===== src/rtl/axi_rd_arbiter_mux.sv =====
// axi_rd_arbiter_mux: N-master AXI3 read (AR+R) arbiter/mux, one read outstanding at a time.
// Define AXI_RD_ARB_RR_EN for round-robin arbitration; otherwise fixed priority (lowest index wins).
module axi_rd_arbiter_mux #(
    parameter int NM = 2,
    parameter int AW = 32,
    parameter int DW = 32,
    parameter int IW = 4
) (
    input  logic             clk,
    input  logic             rst,
    input  logic [NM*IW-1:0] m_arid,
    input  logic [NM*AW-1:0] m_araddr,
    input  logic [NM*4-1:0]  m_arlen,
    input  logic [NM*3-1:0]  m_arsize,
    input  logic [NM*2-1:0]  m_arburst,
    input  logic [NM*2-1:0]  m_arlock,
    input  logic [NM*4-1:0]  m_arcache,
    input  logic [NM*3-1:0]  m_arprot,
    input  logic [NM-1:0]    m_arvalid,
    output logic [NM-1:0]    m_arready,
    output logic [NM*IW-1:0] m_rid,
    output logic [NM*DW-1:0] m_rdata,
    output logic [NM*2-1:0]  m_rresp,
    output logic [NM-1:0]    m_rlast,
    output logic [NM-1:0]    m_rvalid,
    input  logic [NM-1:0]    m_rready,
    output logic [IW-1:0]    s_arid,
    output logic [AW-1:0]    s_araddr,
    output logic [3:0]       s_arlen,
    output logic [2:0]       s_arsize,
    output logic [1:0]       s_arburst,
    output logic [1:0]       s_arlock,
    output logic [3:0]       s_arcache,
    output logic [2:0]       s_arprot,
    output logic             s_arvalid,
    input  logic             s_arready,
    input  logic [IW-1:0]    s_rid,
    input  logic [DW-1:0]    s_rdata,
    input  logic [1:0]       s_rresp,
    input  logic             s_rlast,
    input  logic             s_rvalid,
    output logic             s_rready,
    output logic [NM-1:0]    grant
);
    localparam int GW = (NM > 1) ? $clog2(NM) : 1;
    typedef enum logic [1:0] {IDLE, ADDR, DATA} state_t;
    state_t state;
    logic [GW-1:0] gi, win;
`ifdef AXI_RD_ARB_RR_EN
    logic [GW-1:0] rr_ptr;
    // lowest requester at or above rr_ptr wins; otherwise the scan wraps to the lowest requester
    always_comb begin
        win = '0;
        for (int j = NM - 1; j >= 0; j--)
            if (m_arvalid[j]) win = GW'(j);
        for (int j = NM - 1; j >= 0; j--)
            if (m_arvalid[j] && GW'(j) >= rr_ptr) win = GW'(j);
    end
`else
    always_comb begin
        win = '0;
        for (int j = NM - 1; j >= 0; j--)
            if (m_arvalid[j]) win = GW'(j);
    end
`endif
    always_ff @(posedge clk) begin
        if (rst) begin
            state <= IDLE;
            grant <= '0;
            gi    <= '0;
`ifdef AXI_RD_ARB_RR_EN
            rr_ptr <= '0;
`endif
        end else begin
            case (state)
                IDLE: if (|m_arvalid) begin
                    state <= ADDR;
                    gi    <= win;
                    grant <= NM'(1) << win;
                end
                // a master withdrawing its request before the handshake releases the grant
                ADDR: if (!m_arvalid[gi]) begin
                    state <= IDLE;
                    grant <= '0;
                end else if (s_arready) begin
                    state <= DATA;
                end
                DATA: if (s_rvalid && m_rready[gi] && s_rlast) begin
                    state <= IDLE;
                    grant <= '0;
`ifdef AXI_RD_ARB_RR_EN
                    rr_ptr <= (int'(gi) == NM - 1) ? '0 : gi + 1'b1;
`endif
                end
                default: state <= IDLE;
            endcase
        end
    end
    always_comb begin
        s_arid    = '0;
        s_araddr  = '0;
        s_arlen   = '0;
        s_arsize  = '0;
        s_arburst = '0;
        s_arlock  = '0;
        s_arcache = '0;
        s_arprot  = '0;
        s_arvalid = 1'b0;
        s_rready  = 1'b0;
        m_arready = '0;
        m_rid     = '0;
        m_rdata   = '0;
        m_rresp   = '0;
        m_rlast   = '0;
        m_rvalid  = '0;
        if (state == ADDR) begin
            s_arid        = m_arid[gi*IW +: IW];
            s_araddr      = m_araddr[gi*AW +: AW];
            s_arlen       = m_arlen[gi*4 +: 4];
            s_arsize      = m_arsize[gi*3 +: 3];
            s_arburst     = m_arburst[gi*2 +: 2];
            s_arlock      = m_arlock[gi*2 +: 2];
            s_arcache     = m_arcache[gi*4 +: 4];
            s_arprot      = m_arprot[gi*3 +: 3];
            s_arvalid     = m_arvalid[gi];
            m_arready[gi] = s_arready;
        end
        if (state == DATA) begin
            m_rid[gi*IW +: IW]   = s_rid;
            m_rdata[gi*DW +: DW] = s_rdata;
            m_rresp[gi*2 +: 2]   = s_rresp;
            m_rlast[gi]          = s_rlast;
            m_rvalid[gi]         = s_rvalid;
            s_rready             = m_rready[gi];
        end
    end
endmodule


===== config.mk =====
export PLATFORM = sky130hd
export DESIGN_NAME = axi_rd_arbiter_mux
export DESIGN_NICKNAME = d
export VERILOG_FILES = /design/src/rtl/axi_rd_arbiter_mux.sv
export SDC_FILE = /design/constraint.sdc
export NUM_CORES = 1
export LEC_CHECK = 0
export CAP_MARGIN = 30
export CORE_AREA = 4 4 112 114
export DETAILED_ROUTE_END_ITERATION = 8
export DIE_AREA = 0 0 116 118
export PLACE_DENSITY_LB_ADDON = 0.2
export SYNTH_ARGS = -nofsm -noshare
export SYNTH_HDL_FRONTEND = slang
export SYNTH_SLANG_ARGS = --single-unit

===== constraint.sdc =====
create_clock -name clk -period 2.15 [get_ports clk]
set_clock_uncertainty 0.15 [all_clocks]
set_input_delay 0.215 -clock clk [delete_from_list [all_inputs] [get_ports clk]]
set_output_delay 0.215 -clock clk [all_outputs]
set_load 0.02 [all_outputs]

After elaboration in Yosys (flattened, before gate mapping)
Index checks and enable logic that the tools add are counted.
{"block": "totals", "output_inout_bits": 140, "word_cells": 77, "reg_bits": 5, "in_bits": 155}
{"block": "classes", "mul": 1, "shifts": 15, "reduce_logical": 9, "addsub": 3, "mux": 32, "n_bitwise": 6, "eq_ne": 6, "n_lt_le_gt_ge": 2}
{"operator": "AND 64 bit", "count": 1}
{"operator": "2-to-1 mux 64 bit", "count": 1}
{"operator": "variable shift 32 x 34 -> 64 bit (first input constant)", "count": 1}
{"operator": "indexed part select 32 x 34 -> 64 bit", "count": 1}
{"operator": "indexed part select 64 x 7 -> 32 bit", "count": 1}
{"operator": "negation 2 -> 34 bit", "count": 1}
{"operator": "negation 3 -> 34 bit", "count": 1}
{"operator": "negation 6 -> 34 bit", "count": 1}
{"operator": "variable shift 2 x 34 -> 4 bit (first input constant)", "count": 1}
{"operator": "variable shift 4 x 34 -> 8 bit (first input constant)", "count": 1}
{"operator": "indexed part select 2 x 34 -> 4 bit", "count": 1}
{"operator": "indexed part select 4 x 34 -> 8 bit", "count": 1}
{"operator": "2-to-1 mux 32 bit", "count": 1}
{"operator": "indexed part select 8 x 4 -> 4 bit", "count": 3}
{"operator": "2-to-1 mux 2 bit", "count": 11}
{"operator": "2-to-1 mux 4 bit", "count": 4}
{"operator": "one-hot mux 2 bit (3 select lines)", "count": 2}
{"operator": "indexed part select 6 x 4 -> 3 bit", "count": 2}
{"operator": "2-to-1 mux 1 bit", "count": 9}
{"operator": "AND 8 bit", "count": 1}
{"operator": "2-to-1 mux 8 bit", "count": 1}
{"operator": "indexed part select 4 x 3 -> 2 bit", "count": 2}
{"operator": "AND 2 bit", "count": 3}
{"operator": "2-to-1 mux 3 bit", "count": 2}
{"operator": "17 further kinds", "count": 21}

Logic depth before layout (Yosys ltp)
Gate-level depths: netlist (run 1).
{"block": "logic_depth", "word_depth": 6, "ltp_mapped": 6, "ltp_nobuf": 6}

Worst setup path before layout (run 1)
OpenSTA, ideal clock, no wires.
{"block": "synth_path", "path_type": "reg-to-output", "startpoint": "reg state[0]", "endpoint": "out m_rdata[0]", "n_path_buf": 1, "arrival_ns": 1.386, "stages_incl_launch_ff": 6, "required_ns": 1.785, "setup_slack_ns": 0.399, "path_cell_list": "dfxtp_1 inv_1 ha_1 nor2b_1 clkbuf_1 and2_1"}
{"block": "synth_via", "elab_chain_cells": 2}
{"item": "from (decl)", "line": "47", "source": "state_t state;"}
{"item": "from (signal assigned)", "line": "68", "source": "state <= IDLE;"}
{"item": "from (signal assigned)", "line": "77", "source": "state <= ADDR;"}
{"item": "from (signal assigned)", "line": "83", "source": "state <= IDLE;"}
{"item": "== test 2 bit", "line": "128", "source": "if (state == DATA) begin"}
{"item": "2-to-1 mux 64 bit", "line": "128"}
{"item": "to (decl)", "line": "22", "source": "output logic [NM*DW-1:0] m_rdata,"}
No other way between the ends.

Final worst setup path (run 1)
Ends and elaborated chain as after synthesis.

==> results of run 1 <==
==> sequential cells by signal (all words and copies together) (netlist names) <==
signal,cells
grant,2
state,2
gi,1
==> worst max path at each step <==
stage / endpoint / slack [ps] / cells past startpoint
floorplan: m_rdata[0] / 400 / 5
global placement: m_rdata[9] / 100 / 6
detailed placement: m_rdata[9] / 90 / 6
CTS: m_rdata[9] / 110 / 6
global route: m_rdata[12] / 20 / 6
finish: m_rdata[0] / 130 / 6
==> power breakdown <==
group | switching [mW] | internal [mW] | total [mW]
clock | 0.0574 | 0.245 | 0.303
sequential | 0.0234 | 0.112 | 0.135
combinational | 0.732 | 0.771 | 1.50
==> kinds of logic (layout without fill, tap and decap cells) <==
group	after synthesis	in the layout	synth area share
simple gates	147	147	0.4959
fa+ha+maj	3	3	0.02049
flops	5	5	0.05465
buf+inv	29	316	0.06489
mux	58	58	0.3176
compound gates	10	10	0.04645
==> worst max-delay path: stages (launching register included) <==
cell and delay [ps]:
dfxtp_1 320, inv_1 60, ha_1 210, nor2b_2 170, buf_12 170, and2_1 170
dlygate4sd2_1 320
==> area by class of cell <==
type	count	area (um^2)	area share
multi-input cells	218	1615	0.3285
well taps	143	178.9	0.03639
repair buffers	308	2925	0.5949
inverters	4	15.01	0.003053
flip-flops and latches	5	103.9	0.02112
clock buffers	4	78.83	0.01603
==> cells in the mapped netlist <==
cell type,instances
nand2_1,2
and2_1,40
o311ai_1,1
a21oi_1,3
nor2b_1,56
a21boi_1,1
buf_4,1
a211oi_1,2
nand3b_1,2
nand3_1,1
buf_2,5
and3_1,41
a21o_1,1
inv_1,4
a221oi_4,1
clkbuf_1,19
dfxtp_1,5
mux2i_1,57
nor2_1,3
mux2_2,1
o21ai_0,1
ha_1,3
nand2b_1,2
==> layer usage <==
metal	up-vias	share of wire	global-route usage
met5	-	0	0
met1	1248	0.36	0.1616
met2	102	0.56	0.2863
met4	0	0.020	0.02756
met3	16	0.063	0.03188
li1	1429	-	-
==> repair_timing <==
| item | CTS | global route |
|---|---|---|
| gates resized for setup | 138 | 0 |
| endpoints found under the setup margin | 138 | 0 |
| buffers inserted | 0 | 0 |
| hold buffers | 0 | 0 |
==> out/qor.yml, run 1 <==
route:
  viasPerCell: 4.098
  dr_total_vias: 2795
  drtPass1Iterations: 4
  drtAntennaViolNets: 0
  routed_wl_um: 10870
  wire_per_inst_um: 15.93
  dr.first_iter.drc_count: 87
  drc_errors: 0
placed_design:
  dp_hpwl_um: 9347
  placed_area_mm2: 0.005011
  gp_congestion: 0.8854
  place_ws_ps: 86.99
  place_inst: 678
  io_buffers: 294
floorplanning:
  die_height_um: 118
  initial_core_util: 0.1604
  die_w_um: 116
  core.rowCount: 39
  ios: 295
  dieArea_mm2: 0.01369
  core_area_mm2: 0.01142
global_route:
  first_global_vias: 2929
  track_usage: 0.1479
  overflow: 0
  antenna_found_initial: 0
  grt_max_degree: 55
  grt_pass1_wl_um: 16420
yosys:
  synthDistinctLibCells: 23
  ys_seq_elements: 5
  syn-num-nets: 410
  yosys.area.top_type_share: 0.3115
  yosys.area.top_type: "mux2i_1"
  synthTopCellsByArea: "mux2i_1 (31%), nor2b_1 (19%), and3_1 (14%), and2_1 (14%), dfxtp_1 (5.5%)"
  seq_area_frac_synth: 0.05464
  syn_area_per_cell_um2: 7.269
  yosys_warnings: 0
  netlist_area_mm2: 0.001832
  syn_inst: 252
timing:
  slew_headroom: 0.6473
  final.setup.tns_ps: 0
  period_share: 0.9383
  fmax_mhz: 495.7
  fin_ws_ps: 132.7
  tightestPinTransition_ps: 520.8
  hold_violations: 0
  fin_crit_ps: 2017
  setup_viol: 0
  slew_violations: 0
  rsz0062_at_grt: "no"
  whs_ps: 337.3
pwr:
  vdd_drop_max_mv: 0.3863
  power.leakage_nw: 2.604
  p_per_area_mw_per_mm2: 394.6
  power.total_mw: 1.940
setup_path:
  reg2reg_from: "state[0]"
  crit_path_start_kind: "flip-flop"
  crit_required_ps: 1780
  path_max_fanout: 40
  reg2reg_depth: 8
  crit_arrival_ps: 1650
  worst_setup_path_end_kind: "primary output"
  rr_endpoint: "state[1]"
  critPathLaunch: "state[0]"
  worstSetupPathType: "flip-flop to primary output"
  ff2ff_setup_slack_ps: 280
finish:
  diodes: 0
  drive_gt1_frac: 0.03896
  utilization: 0.4306
  final_cell_mix: "clkdlybuf4s50_1 (156), dlygate4sd2_1 (138), mux2i_1 (57)"
  area_growth_syn_to_layout_pct: 168.4
  design_area_mm2: 0.004917
  fin_cells: 682
  fillers: 1192
  mostFrequentLayoutCell: "clkdlybuf4s50_1"
  nets: 698
cts:
  cts_root_buf: "clkbuf_16"
  clock_sinks: 5
  clk_pin_slew_ps: 30
  cts_htree_levels: 1
  cts_buffers: 3
  clk_path_buf_depth: 2
  cts_tree: "yes"
  clk_latency_ps: 230
run:
  timing.max_cap.violations: 0
worst_hold_path:
  whs_endpoint: "grant[1]"
  min_path_cells: 2
  hold_path_class: "flip-flop to flip-flop"
  worstHoldStart: "grant[1]"
status:
  status: "complete, no violations"
No activity file was read; power rests on OpenSTA's default activity.
==> run 2: changes to the inputs <==
--- a/config.mk
+++ b/config.mk
@@ -9,6 +9,7 @@
 export CORE_AREA = 4 4 112 114
 export DETAILED_ROUTE_END_ITERATION = 8
 export DIE_AREA = 0 0 116 118
+export GPL_TIMING_DRIVEN = 0
 export PLACE_DENSITY_LB_ADDON = 0.2
 export SYNTH_ARGS = -nofsm -noshare
 export SYNTH_HDL_FRONTEND = slang
==> run 2 against run 1 <==
Net effect: via count increased by 2.6%; combinational power increased by 5%; global-route usage increased by 0.74 points; worst setup slack got worse by 63 ps; fmax decreased by 3.0%; die area unchanged; clock power about the same; critical path depth unchanged; hold slack got worse by 6.4 ps; largest power group unchanged.
==> out/qor.yml, run 2 (synthesis gave the netlist of run 1 again) <==
finish:
  fillers: 1205
  nets: 710
  area_growth_syn_to_layout_pct: 174.5
  drive_gt1_frac: 0.2015
  final_cell_mix: "clkdlybuf4s50_1 (156), mux2i_1 (57), nor2b_1 (55), dlygate4sd2_1 (55), clkdlybuf4s15_2 (53)"
  diodes: 0
  largestRegisters: "grant: 2 flops, state: 2 flops, gi: 1 flops"
  mostFrequentLayoutCell: "clkdlybuf4s50_1"
pwr:
  intPower_mw: 1.164
  p_per_area_mw_per_mm2: 399.3
  share_comb_of_total_power: 0.787
  power.switching_mw: 0.8436
  power.leakage_nw: 2.383
  clkPwrFrac: 0.151
  power.total_mw: 2.008
  netSwitchingFraction: 0.4202
  seq_power_share: 0.062
  vdd_drop_max_mv: 0.3770
floorplanning:
  core.rowCount: 39
  dieArea_mm2: 0.01369
  die_w_um: 116
  initial_core_util: 0.1604
  core_area_mm2: 0.01142
  ios: 295
  die_height_um: 118
setup_path:
  path_max_fanout: 10
  worstSetupPathType: "flip-flop to primary output"
  worst_setup_path_end_kind: "primary output"
  crit_buf_inv: 4
  reg2reg_from: "state[0]"
  reg2reg_depth: 6
  path_cells: "inv_1 > ha_4 > clkbuf_8 > clkbuf_4 > nor2b_1 > clkdlybuf4s15_1"
  ff2ff_setup_slack_ps: 290
  rr_endpoint: "grant[0]"
  cp_slowest_cell: "dfxtp_1"
  critPathMaxStageDelay_ps: 400
  crit_arrival_ps: 1720
  crit_path_start_kind: "flip-flop"
  crit_required_ps: 1780
  critPathTopFamily: "buffers and inverters"
route:
  drc_errors: 0
  dr.first_iter.drc_count: 61
  drtPass1Iterations: 4
  routed_wl_um: 11580
  viasPerCell: 4.134
  wire_per_inst_um: 16.69
  drtAntennaViolNets: 0
  dr_total_vias: 2869
placed_design:
  gp_congestion: 0.8173
  io_buffers: 294
  dp_hpwl_um: 10080
  place_ws_ps: -505.3
timing:
  fmax_mhz: 480.6
  hold_violations: 0
  period_share: 0.9677
  fin_ws_ps: 69.43
  fin_crit_ps: 2081
  setup_viol: 0
  tightestPinTransition_ps: 533.4
  slew_violations: 0
  slew_headroom: 0.6388
global_route:
  overflow: 0
  antenna_found_initial: 0
  grt_max_degree: 11
  track_usage: 0.1553
  first_global_vias: 2948
  grt_pass1_wl_um: 16820
run:
  timing.max_cap.violations: 0
cts:
  clk_pin_slew_ps: 30
  ctsHoldBuffers: 0
  cts_htree_levels: 1
  cts_buffers: 3
  clk_path_buf_depth: 2
  cts_root_buf: "clkbuf_16"
  clock_sinks: 5
  clk_latency_ps: 220
  cts_tree: "yes"
worst_hold_path:
  worstHoldStart: "grant[1]"
  hold_path_class: "flip-flop to flip-flop"
  min_path_cells: 2
  whs_endpoint: "grant[1]"
status:
  status: "complete, no violations"
[run 2: cell count changes in the layout (fill, tap and decap cells not counted), sizes merged]
cell,before,now
clkbuf,4,33
dlygate4sd2,138,55
buf,14,20
clkdlybuf4s15,0,58
dlymetal6s2s,0,2
[run 2: layout make-up]
type | count | area [um^2] | share of cell area
Inverter | 4 | 15.01 | 0.002986
Multi-Input combinational cell | 218 | 1645 | 0.3272
Tap cell | 143 | 178.9 | 0.03558
Sequential cell | 5 | 100.1 | 0.01991
Timing Repair Buffer | 295 | 2838 | 0.5643
Buffer | 25 | 172.7 | 0.03434
Clock buffer | 4 | 78.83 | 0.01568
[run 2: repair_timing]
item	in CTS	in global routing
buffers inserted	0	1
resized for setup	314	38
setup endpoints to repair	138	76
[run 2: worst max path at each step]
stage | start | endpoint | depth (start not counted)
floorplan | state[0] | m_rdata[0] | 5
global placement | state[1] | s_araddr[11] | 6
detailed placement | state[0] | m_rdata[0] | 6
CTS | state[1] | s_araddr[28] | 5
global route | state[1] | s_arprot[2] | 6
finish | state[1] | s_arcache[1] | 6
[run 2: per-layer routing]
layer	vias up	routed length, um	track usage
met2	104	6288	0.2932
met5	-	0	0
met3	18	726	0.03548
met1	1296	4360	0.1748
met4	0	208	0.02901
li1	1451	-	-
[run 2: power groups by stage]
stage / registers (mW) / logic, mW / clock network (mW)
2_1_floorplan: 0.129 / 0.797 / 0
3_3_place_gp: 0.120 / 1.65 / 0
3_5_place_dp: 0.120 / 1.66 / 0
4_1_cts: 0.120 / 1.62 / 0.310
5_1_grt: 0.125 / 1.70 / 0.317
6_report: 0.124 / 1.58 / 0.304
[run 2: metrics by stage]
stage / cells / hold slack, ps / setup TNS (ps) / instance area, um^2 / utilization
floorplan: 252 / 134.1 / 0 / 1832 / -
global placement: 689 / 329.2 / -46160 / 4954 / 0.4338
detailed placement: 689 / 327.6 / -49580 / 4954 / 0.4338
CTS: 693 / 335.8 / -101.7 / 5124 / 0.4487
global route: 694 / 383.2 / -21.41 / 5029 / 0.4404
finish: 694 / 330.9 / 0 / 5029 / 0.4404
[run 2: tightest hold or removal path, delay by kind of cell (launching register included)]
kind	cells	cell delay, ps
muxes	1	60
and+or+nand+nor	1	60
DFF	1	300
